<file path="config.mk">
export PLATFORM = sky130hd
export DESIGN_NAME = fetch_pc_unit
export DESIGN_NICKNAME = d
export VERILOG_FILES = /design/src/rtl/pc_pkg.sv /design/src/rtl/pc_redirect_buf.sv /design/src/rtl/fetch_pc_unit.sv
export SDC_FILE = /design/constraint.sdc
export NUM_CORES = 1
export LEC_CHECK = 0
export ABC_AREA = 1
export CORE_ASPECT_RATIO = 1.4
export CORE_MARGIN = 5
export CORE_UTILIZATION = 45
export CTS_BUF_LIST = sky130_fd_sc_hd__clkbuf_4 sky130_fd_sc_hd__clkbuf_8 sky130_fd_sc_hd__clkbuf_16
export DETAILED_ROUTE_END_ITERATION = 10
export PLACE_DENSITY_LB_ADDON = 0.12
export SLEW_MARGIN = 20
export SYNTH_ARGS = -nofsm -noshare
export SYNTH_HDL_FRONTEND = slang
export SYNTH_SLANG_ARGS = --single-unit
</file>
<file path="constraint.sdc">
create_clock -name clk -period 5.8 [get_ports clk]
set_input_delay 0.58 -clock clk [delete_from_list [all_inputs] [get_ports clk]]
set_output_delay 0.58 -clock clk [all_outputs]
set_load 0.05 [all_outputs]
</file>
<file path="src/rtl/pc_pkg.sv">
// pc_pkg: shared definitions for the fetch-stage program counter.
//   rd_cls_e     - 2-bit redirect class; a larger value means higher priority
//   EXC_ADEL     - exception code for a fetch address error
//   DEF_*        - default reset/exception vectors and legal text window
package pc_pkg;

    typedef enum logic [1:0] {
        RD_NONE = 2'd0,
        RD_BR   = 2'd1,
        RD_ERET = 2'd2,
        RD_EXC  = 2'd3
    } rd_cls_e;

    localparam logic [4:0]  EXC_ADEL      = 5'd4;

    localparam logic [31:0] DEF_RESET_VEC = 32'h0000_3000;
    localparam logic [31:0] DEF_EXC_VEC   = 32'h0000_4180;
    localparam logic [31:0] DEF_TEXT_LO   = 32'h0000_3000;
    localparam logic [31:0] DEF_TEXT_HI   = 32'h0000_6FFC;

endpackage

</file>
<file path="src/rtl/pc_redirect_buf.sv">
// pc_redirect_buf: one-entry buffer holding a redirect (class + target)
// that arrived while fetch was stalled.
//   clk, reset      - clock, synchronous active-high reset
//   i_stall         - fetch stalled; entry is only captured/kept while high
//   i_flush         - exception redirect; discards the entry
//   i_live_cls/tgt  - redirect presented this cycle (never RD_EXC)
//   o_pend_cls/tgt  - buffered entry; RD_NONE means empty
module pc_redirect_buf
    import pc_pkg::*;
#(
    parameter int unsigned ADDR_W = 32
) (
    input  logic              clk,
    input  logic              reset,
    input  logic              i_stall,
    input  logic              i_flush,
    input  rd_cls_e           i_live_cls,
    input  logic [ADDR_W-1:0] i_live_tgt,
    output rd_cls_e           o_pend_cls,
    output logic [ADDR_W-1:0] o_pend_tgt
);

    rd_cls_e           r_cls;
    logic [ADDR_W-1:0] r_tgt;

    always_ff @(posedge clk) begin
        if (reset || i_flush || !i_stall) begin
            // Once the stall releases the entry has been consumed by the
            // next-PC mux on this same edge.
            r_cls <= RD_NONE;
        end else if (i_live_cls != RD_NONE && i_live_cls >= r_cls) begin
            // Newer request of equal or higher class replaces the entry;
            // lower-class requests are dropped.
            r_cls <= i_live_cls;
            r_tgt <= i_live_tgt;
        end
    end

    assign o_pend_cls = r_cls;
    assign o_pend_tgt = r_tgt;

endmodule

</file>
<file path="src/rtl/fetch_pc_unit.sv">
// fetch_pc_unit: fetch-stage program counter with a pending-redirect buffer
// so that redirects arriving during a stall are not lost.
//   clk, reset        - clock, synchronous active-high reset
//   stall             - hold pc/pc4 (hazard unit)
//   br_valid/target   - branch/jump redirect
//   eret_req/epc      - return from exception
//   exc_req           - exception redirect to EXC_VEC; overrides stall
//   pc, pc4           - registered fetch address and fetch address + 4
//   pend_valid        - a redirect is buffered
//   fetch_exc         - current pc is misaligned or outside the text window
//   exc_code          - EXC_ADEL when fetch_exc, else 0
module fetch_pc_unit
    import pc_pkg::*;
#(
    parameter int unsigned       ADDR_W    = 32,
    parameter logic [ADDR_W-1:0] RESET_VEC = ADDR_W'(DEF_RESET_VEC),
    parameter logic [ADDR_W-1:0] EXC_VEC   = ADDR_W'(DEF_EXC_VEC),
    parameter logic [ADDR_W-1:0] TEXT_LO   = ADDR_W'(DEF_TEXT_LO),
    parameter logic [ADDR_W-1:0] TEXT_HI   = ADDR_W'(DEF_TEXT_HI)
) (
    input  logic              clk,
    input  logic              reset,
    input  logic              stall,
    input  logic              br_valid,
    input  logic [ADDR_W-1:0] br_target,
    input  logic              eret_req,
    input  logic [ADDR_W-1:0] epc,
    input  logic              exc_req,
    output logic [ADDR_W-1:0] pc,
    output logic [ADDR_W-1:0] pc4,
    output logic              pend_valid,
    output logic              fetch_exc,
    output logic [4:0]        exc_code
);

    typedef enum logic [1:0] {RUN, RUN_STALL, PEND} fsm_e;

    fsm_e              r_state;
    logic [ADDR_W-1:0] r_pc;
    logic [ADDR_W-1:0] r_pc4;

    rd_cls_e           w_live_cls;
    logic [ADDR_W-1:0] w_live_tgt;
    rd_cls_e           w_pend_cls;
    logic [ADDR_W-1:0] w_pend_tgt;
    logic [ADDR_W-1:0] w_next_pc;
    logic              w_fetch_exc;

    // Live (non-exception) redirect; eret outranks a branch.
    always_comb begin
        w_live_cls = RD_NONE;
        w_live_tgt = br_target;
        if (eret_req) begin
            w_live_cls = RD_ERET;
            w_live_tgt = epc;
        end else if (br_valid) begin
            w_live_cls = RD_BR;
            w_live_tgt = br_target;
        end
    end

    pc_redirect_buf #(.ADDR_W(ADDR_W)) u_buf (
        .clk        (clk),
        .reset      (reset),
        .i_stall    (stall),
        .i_flush    (exc_req),
        .i_live_cls (w_live_cls),
        .i_live_tgt (w_live_tgt),
        .o_pend_cls (w_pend_cls),
        .o_pend_tgt (w_pend_tgt)
    );

    // Next-PC mux; on equal class the live request beats the buffered one.
    always_comb begin
        w_next_pc = r_pc;
        if (exc_req) begin
            w_next_pc = EXC_VEC;
        end else if (!stall) begin
            if (w_live_cls != RD_NONE && w_live_cls >= w_pend_cls)
                w_next_pc = w_live_tgt;
            else if (w_pend_cls != RD_NONE)
                w_next_pc = w_pend_tgt;
            else
                w_next_pc = r_pc + ADDR_W'(4);
        end
    end

    always_ff @(posedge clk) begin
        if (reset) begin
            r_pc  <= RESET_VEC;
            r_pc4 <= RESET_VEC + ADDR_W'(4);
        end else begin
            r_pc  <= w_next_pc;
            r_pc4 <= w_next_pc + ADDR_W'(4);
        end
    end

    // Stall/pending tracker; PEND mirrors a non-empty buffer.
    always_ff @(posedge clk) begin
        if (reset || exc_req) begin
            r_state <= RUN;
        end else begin
            case (r_state)
                RUN, RUN_STALL: begin
                    if (!stall)                      r_state <= RUN;
                    else if (w_live_cls != RD_NONE)  r_state <= PEND;
                    else                             r_state <= RUN_STALL;
                end
                PEND:    r_state <= stall ? PEND : RUN;
                default: r_state <= RUN;
            endcase
        end
    end

    assign w_fetch_exc = (r_pc[1:0] != 2'b00) || (r_pc < TEXT_LO) || (r_pc > TEXT_HI);

    assign pc         = r_pc;
    assign pc4        = r_pc4;
    assign pend_valid = (r_state == PEND);
    assign fetch_exc  = w_fetch_exc;
    assign exc_code   = w_fetch_exc ? EXC_ADEL : 5'd0;

endmodule

</file>
==> flow_summary.ini <==
[status]
run_status = completed

[drt]
drtPass1Iterations = 5
totalWireLength_um = 19500
wl_per_cell_um = 14.9
viasPerCell = 5.05
drt_iter0_markers = 312
ant_nets = 0
vias = 6602
drcViolationCount = 0

[clocking]
clk_path_buf_depth = 2
cts_buffers = 9
cts_setup_buffers = 0
ctsHoldBuffers = 0
cts_resized = 0
clock_tree.root_cell = clkbuf_16
clk_latency_ns = 0.35
cts-htree-levels = 3
cts.sinks = 98
cts_tree = built
cts.clk_slew.worst_paths_ns = 0.07

[pwr]
power.leakage_nw = 3.64
combPwrFrac_pct = 23.8
p_sw_w = 0.000584
p_int_w = 0.00129
powerDensity_nw_per_um2 = 230
swShare_pct = 31.2
ir_worst_vdd_v = 0.000139
seq_power_share_pct = 40.9
power_frac_clock_pct = 35.3

[yosys]
synth.top_cell.area_share_pct = 21.1
synth_cell_type_count = 47
synthFlopType = dfxtp_1
yosysSeqAreaShare_pct = 35.9
syn_avg_cell_area_um2 = 6.34
synth_area_leader_cell = nand2_1
synth-seq-cells = 98
netlist_instances = 1003
ys_top_cells_by_area = nand2_1 21%, dfxtp_1 21%, edfxtp_1 15%
synth-edff-count = 32
yosys_warnings = 0
netlist_area_um2 = 6360
synthArstFlopShare_pct = 0

[setup_path]
cpMaxStageDelayCell = clkdlybuf4s50_1
max_stage_delay_ns = 0.43
cp_cell_sequence = clkdlybuf4s50_1 -> inv_2 -> nand2_1 -> ha_1 -> nand2_1 -> nand3_1 -> nand2_8 -> inv_6 -> nand2_1 -> nand3_1 -> nand2_2 -> inv_1 -> ha_1 -> nand3_1 -> nor2_2 -> nand3_4 -> nor2_8 -> nand2_4 -> nor2_8 -> nand3_1 -> nand2_1 -> nor2_1
cp.required_ns = 6.05
r2r_end = pc4[30]
rr_worst_depth = 20
critPathKind = in -> reg
start_kind = input pin
crit_fanout = 45
endpoint_kind = flop
rrSetupSlack_ns = 2.46
r2r_start = u_buf.o_pend_cls[1]
crit_arrival_ns = 4.29

[placement]
portBuffers = 136
gp_congestion = 0.967
dpl.hpwl_um = 15200

[floorplan]
dieArea_um2 = 16700
fp.dieW_um = 110
core_um2 = 13900
die_height_um = 151
start_util_pct = 45.7
rows = 51
io_pins = 141

[cells_and_area]
drive_gt1_share_pct = 6.86
layout_common_cells = 358 x nand2_1, 152 x nor2_1, 136 x clkdlybuf4s50_1
layout_commonest_cell = nand2_1
diodes = 0
area_growth_pct = 27.5
fillers = 1461
fin_nets = 1192

[global_route]
grt-ovfl-total = 0
grt_antenna_before_repair = 0
grt_max_degree = 46
first_global_vias = 6465
grt_first_pass_wirelength_um = 31300
track_usage_pct = 23.7

[sta]
hold_viol = 0
finalCritPeriodShare_pct = 69.6
period_minus_slack_ns = 4.04
relSlewSlack_pct = 29.5
fmax_mhz = 248
tightest_slew_ns = 1.05
whs_ns = 0.442
fin_skew_ns = 0.0130
setup-violations-final = 0
setup_tns_ns = 0
slew_viol_final = 0
rsz0062_at_grt = false

[run]
max_cap_viol_count = 0

[min_path]
hold_start = r_state[0]
hold_end = r_state[1]
hold_class = reg -> reg
hold_depth = 1
[Yosys cell counts, types with 3 or more instances]
master / number
buf_6: 6
edfxtp_1: 32
o21ai_0: 34
inv_1: 105
nor2_1: 154
nand3_1: 62
nand2_2: 11
buf_1: 5
nor2_2: 17
ha_1: 4
a21oi_1: 50
clkbuf_1: 10
or2_2: 4
and2_1: 5
buf_4: 9
nand2_1: 358
dfxtp_1: 66
buf_2: 12
nor3_1: 6
nor2_4: 3
nand4_1: 11
[power by group through the flow]
stage | registers, W | logic (W) | clock network (W)
after global routing | 0.000768 | 0.000486 | 0.000691
after detailed placement | 0.000780 | 0.000446 | 0
final | 0.000765 | 0.000445 | 0.000660
after global placement | 0.000780 | 0.000443 | 0
after floorplan | 0.000851 | 0.000221 | 0
after CTS | 0.000765 | 0.000448 | 0.000668
[state kept, by name (all words and copies together) (netlist names)]
register,flops
u_buf.o_pend_cls,2
pc,32
r_state,2
pc4,30
u_buf.o_pend_tgt,32
[per-layer routing]
metal / wire length (µm) / vias to the layer above / global-route usage, % / part of all wire, %
li1: - / 3367 / - / -
met1: 7500 / 3002 / 25.1 / 38
met2: 10300 / 187 / 45.4 / 53
met3: 811 / 46 / 3.38 / 4.2
met4: 843 / 0 / 11.9 / 4.3
met5: 0 / - / 0 / 0
[per-stage QoR]
step	util, %	setup slack (ns)	cells	total power [W]	cell area, µm²
floorplan	-	1.83	1006	0.00107	6370
global placement	55.9	1.49	1292	0.00122	7780
detailed placement	55.9	1.36	1292	0.00123	7780
CTS	58.3	1.72	1308	0.00188	8110
global route	58.3	1.31	1308	0.00194	8110
finish	58.3	1.76	1308	0.00187	8110
[worst max-delay path: cells and delay by family]
kind          cells  cell delay, ns
buf+inv           4            1.23
fa+ha+maj         2            0.49
simple gates     16            1.95
[kinds of logic (layout without fill, tap and decap cells)]
family	Yosys count	count (layout)	share of synthesized area, %
and+or+nand+nor	644	644	43.4
buffers and inverters	150	267	10.4
AOI/OAI and AO/OA	104	104	9.24
DFF	98	98	35.9
adders and majority gates	4	4	0.787
xor gates and xnor gates	2	2	0.275
other	1	4	0.0589
[how the worst max path moves through the flow]
stage,slack [ns],from,end,cells past startpoint
after floorplan,1.83,eret_req,u_buf.o_pend_tgt[0],12
after global placement,1.49,eret_req,pc4[26],22
after detailed placement,1.36,eret_req,pc4[30],22
after CTS,1.72,eret_req,pc4[30],22
after global routing,1.31,eret_req,pc4[22],21
final,1.76,eret_req,pc4[30],22
[cell type report]
type | instances | area [µm²] | share of cell area, %
well taps | 185 | 231 | 2.85
clock buffers | 12 | 283 | 3.49
multi-input cells | 758 | 3440 | 42.4
inverters | 108 | 410 | 5.06
repair buffers | 143 | 1410 | 17.4
clock inverters | 4 | 52.6 | 0.648
flip-flops and latches | 98 | 2280 | 28.1
(Power assumes the default switching activity.)
==> patch 1: new RTL, same flow settings <==
Make the reset (`reset`) asynchronous in one clocked block. Comments in the files are not updated.
--- a/src/rtl/fetch_pc_unit.sv
+++ b/src/rtl/fetch_pc_unit.sv
@@ -86,5 +86,5 @@
     end
 
-    always_ff @(posedge clk) begin
+    always_ff @(posedge clk or posedge reset) begin
         if (reset) begin
             r_pc  <= RESET_VEC;
Behaviour: differs if reset is asserted again (counterexample within 4 cycles, from zero or initial values and one cycle with reset high); with reset held inactive, the same outputs for 4 cycles.
==> patch 1 against the original RTL <==
  * Sequential cell count unchanged
  * Cell area up 1.4%
  * Synthesized cell count down 7.0%
  * Total power up 4.3%
  * Count of clock-buffer cells in the layout down 3
  * Worst setup slack worse by 0.063 ns
  * First-iteration DRC count up 7.1%
  * Critical path type unchanged
  * Synthesized area up 1.6%
  * Wire length down 5.1%
  * Largest cell class unchanged
==> patch 1: results (changes against the original RTL) <==
INFO  synth          seq_area_frac_synth=40.2% [was 35.9%]
INFO  setup_path     worst_r2r_path_depth=17 [was 20]
INFO  grt            maximum_number_of_pins_on_one_net_before_global_route_repair=63 [was 46]
INFO  setup_path     critPathSlowestCell=inv_2 [was clkdlybuf4s50_1]
INFO  cells_and_area n_clock_buffer=9 [was 12]
INFO  place          detailedPlacementHpwl=14500um [was 15200 um]
INFO  power          part_of_the_power_in_the_clock_network=32.1% [was 35.3%]
INFO  synth          post_synth_fa_ha_maj_area_fraction=0.775% [was 0.787%]
INFO  grt            grt_pass1_vias=5744 [was 6465]
INFO  power          vdd_drop_max=0.000135V [was 0.000139 V]
INFO  cells_and_area layout.clock.cell_area_share=3.80% [was 4.13%]
INFO  cells_and_area layout_cell_share_with_drive_strength_beyond_1=7.63% [was 6.86%]
INFO  status         status=finished, final reports clean [unchanged]
INFO  grt            globalRouteMet3Util=1.95% [was 3.38%]
INFO  cells_and_area seq_cells=98 [unchanged]
INFO  synth          yosys_most_used_dff=dfrtp_1 [was dfxtp_1]
INFO  synth          postSynthAreaPerCell=6.93um^2 [was 6.34 um^2]
INFO  place          detailedPlace.worstSlack=1.30ns [was 1.36 ns]
INFO  drt            route.met3.wl=945um [was 811 um]
INFO  cells_and_area signal_buffer_area_fraction=17.3% [was 17.4%]
INFO  place          placed_cells=1230 [was 1292]
INFO  power          leakage=3.82nW [was 3.64 nW]
INFO  synth          ys_types=45 [was 47]
INFO  drt            met2RoutedLength=9020um [was 10300 um]
INFO  drt            dr_total_vias=6157 [was 6602]
INFO  drt            wl=18500um [was 19500 um]
INFO  synth          synth.cells.most_frequent=nand2_1, inv_1, nor2_1, nand3_1, dfrtp_1 [was nand2_1, nor2_1, inv_1, dfxtp_1, nand3_1]
INFO  setup_path     critical_path.endpoint=pc4[24] [was pc4[30]]
INFO  drt            detail_route.wirelength.met1=8060um [was 7500 um]
INFO  cells_and_area buffers_excl_clock=144 [was 143]
INFO  cells_and_area multi_input_comb_area=3220um^2 [was 3440 um^2]
INFO  setup_path     regToRegSetupSlack=2.33ns [was 2.46 ns]
INFO  cells_and_area n_fill_cell=1341 [was 1461]
INFO  cells_and_area comb.multi_input.count=686 [was 758]
INFO  drt            detail_route.vias_per_cell=4.94 [was 5.05]
INFO  cells_and_area layout.nets=1130 [was 1192]
INFO  power          p_sw=0.667mW [was 0.584 mW]
INFO  timing         slew-limit-headroom=48.2% [was 29.5%]
INFO  grt            grt_util_met1=28.3% [was 25.1%]
INFO  timing         clock-skew-final=0.0145ns [was 0.0130 ns]
INFO  timing         final_critical_path_share_of_the_clock_period=70.7% [was 69.6%]
INFO  power          pg_comb=0.526mW [was 0.445 mW]
INFO  setup_path     crit_arrival=4.33ns [was 4.29 ns]
INFO  drt            drt_iter0_drc=334 [was 312]
INFO  cells_and_area non_clock_inverter_count_in_the_final_layout=117 [was 108]
patch 1: cell count changes after synthesis, moves of 10 or more:
| cell | unedited run | this run |
|---|---|---|
| nand2_1 | 358 | 348 |
| nor2_1 | 154 | 104 |
| dfrtp_1 | 0 | 57 |
| o21ai_0 | 34 | 16 |
| a21oi_1 | 50 | 26 |
| dfxtp_1 | 66 | 4 |
| o21a_1 | 1 | 11 |
| xor2_1 | 2 | 18 |
patch 1: kinds of logic after synthesis:
logic type | Yosys count
AND/OR/NAND/NOR | 587
buffers and inverters | 152
flip-flops | 98
AO/OA/AOI/OAI | 71
XOR/XNOR | 20
adder cells (fa/ha/maj) | 4
other | 1
patch 1: stage by stage:
stage	hold slack, ns	area, um^2	total power [mW]
after floorplan	0.413	6470	1.15
after global placement	0.426	7910	1.34
after detailed placement	0.440	7910	1.34
after CTS	0.445	8230	1.96
after global routing	0.472	8230	2.03
final	0.443	8230	1.95
==> patch 2: new RTL, same settings <==
Made on the original files. `ADDR_W` is set to 32 in 2 places; all go to 24.
--- a/src/rtl/pc_redirect_buf.sv
+++ b/src/rtl/pc_redirect_buf.sv
@@ -9,5 +9,5 @@
     import pc_pkg::*;
 #(
-    parameter int unsigned ADDR_W = 32
+    parameter int unsigned ADDR_W = 24
 ) (
     input  logic              clk,
--- a/src/rtl/fetch_pc_unit.sv
+++ b/src/rtl/fetch_pc_unit.sv
@@ -13,5 +13,5 @@
     import pc_pkg::*;
 #(
-    parameter int unsigned       ADDR_W    = 32,
+    parameter int unsigned       ADDR_W    = 24,
     parameter logic [ADDR_W-1:0] RESET_VEC = ADDR_W'(DEF_RESET_VEC),
     parameter logic [ADDR_W-1:0] EXC_VEC   = ADDR_W'(DEF_EXC_VEC),
Ports: changed (resized br_target, epc, pc and pc4); port bits go from 141 to 109. The function was not compared with the original's and may differ.
==> patch 2 against the original RTL <==
  * Worst setup slack improved by 0.51 ns
  * Global-route usage fell by 3.0 points
  * Largest cell class unchanged
  * Sequential cell count fell by 24
  * Total power fell by 23%
  * Hold slack improved by 0.0017 ns
  * Synthesized area fell by 24%
  * Cell area fell by 24%
  * Count of clock-buffer cells in the layout rose by 1
  * Non-clock buffer count fell by 36
  * Synthesized cell count fell by 27%
  * Wire length fell by 31%
==> patch 2: results (changes against the original RTL) <==
INFO  status         status=finished, final reports clean [unchanged]
INFO  cells_and_area signal_buffer_area_fraction=17.3% [was 17.4%]
INFO  timing         final_critical_path_share_of_the_clock_period=60.9% [was 69.6%]
INFO  power          leakage=2.74nW [was 3.64 nW]
INFO  die            core=10400um^2 [was 13900 um^2]
INFO  synth          ys_types=45 [was 47]
INFO  synth          synth.cells.most_frequent=nand2_1, nor2_1, inv_1, nand3_1, dfxtp_1 [was nand2_1, nor2_1, inv_1, dfxtp_1, nand3_1]
INFO  setup_path     crit_arrival=3.80ns [was 4.29 ns]
INFO  timing         clock-skew-final=0.00708ns [was 0.0130 ns]
INFO  place          detailedPlace.worstSlack=1.92ns [was 1.36 ns]
INFO  power          power.total=1.44mW [was 1.87 mW]
INFO  drt            drt_iter0_drc=203 [was 312]
INFO  place          placed_cells=952 [was 1292]
INFO  timing         timing_worst_slew_pin_value=0.860ns [was 1.05 ns]
INFO  cells_and_area layout_cell_share_with_drive_strength_beyond_1=9.40% [was 6.86%]
INFO  synth          seq_area_frac_synth=35.8% [was 35.9%]
INFO  power          pg_comb=0.352mW [was 0.445 mW]
INFO  clock_tree     clkLatencyLatePin=0.33ns [was 0.35 ns]
INFO  power          p_sw=0.448mW [was 0.584 mW]
INFO  setup_path     regToRegSetupSlack=2.77ns [was 2.46 ns]
INFO  place          placement.io_buffers=104 [was 136]
INFO  power          vdd_drop_max=0.000124V [was 0.000139 V]
INFO  setup_path     worst_r2r_path_depth=21 [was 20]
INFO  place          placement.cell_area=5870um^2 [was 7780 um^2]
INFO  cells_and_area seq_cells=74 [was 98]
INFO  cells_and_area layout.clock.cell_area_share=4.49% [was 4.13%]
INFO  cells_and_area non_clock_inverter_count_in_the_final_layout=91 [was 108]
INFO  cells_and_area comb.multi_input.count=542 [was 758]
INFO  cells_and_area layout.nets=883 [was 1192]
INFO  grt            gr-usage-all-layers=20.6% [was 23.7%]
INFO  drt            detail_route.vias_per_cell=4.94 [was 5.05]
INFO  cells_and_area multi_input_comb_area=2570um^2 [was 3440 um^2]
==> patch 2: cell count changes after synthesis, sizes merged, moves of 2 or more <==
cell and change:
clkinv +3, clkbuf -3, edfxtp -8, a21oi -18, nand3 -5, nor3 -2
nor2 -68, o21ai -11, a31oi +2, inv -20, nand2 -109, a21o -2
buf -9, dfxtp -16
==> patch 2: cells by family (layout without fill, tap and decap cells) <==
logic type | after synthesis | count (layout) | share of synthesized area (%)
AND/OR/NAND/NOR | 457 | 457 | 43.2
XOR/XNOR | 1 | 1 | 0.182
adder cells (fa/ha/maj) | 4 | 4 | 1.04
other | 1 | 4 | 0.0779
buffers and inverters | 121 | 214 | 11.1
flip-flops | 74 | 74 | 35.8
AO/OA/AOI/OAI | 76 | 76 | 8.63
==> patch 2: routing by layer <==
layer | track usage, % | up-vias | part of all wire (%)
met4 | 7.31 | 0 | 1.6
met2 | 35.9 | 150 | 50
met5 | 0 | - | 0
met3 | 3.39 | 20 | 4.8
li1 | - | 2488 | -
met1 | 25.7 | 2128 | 44
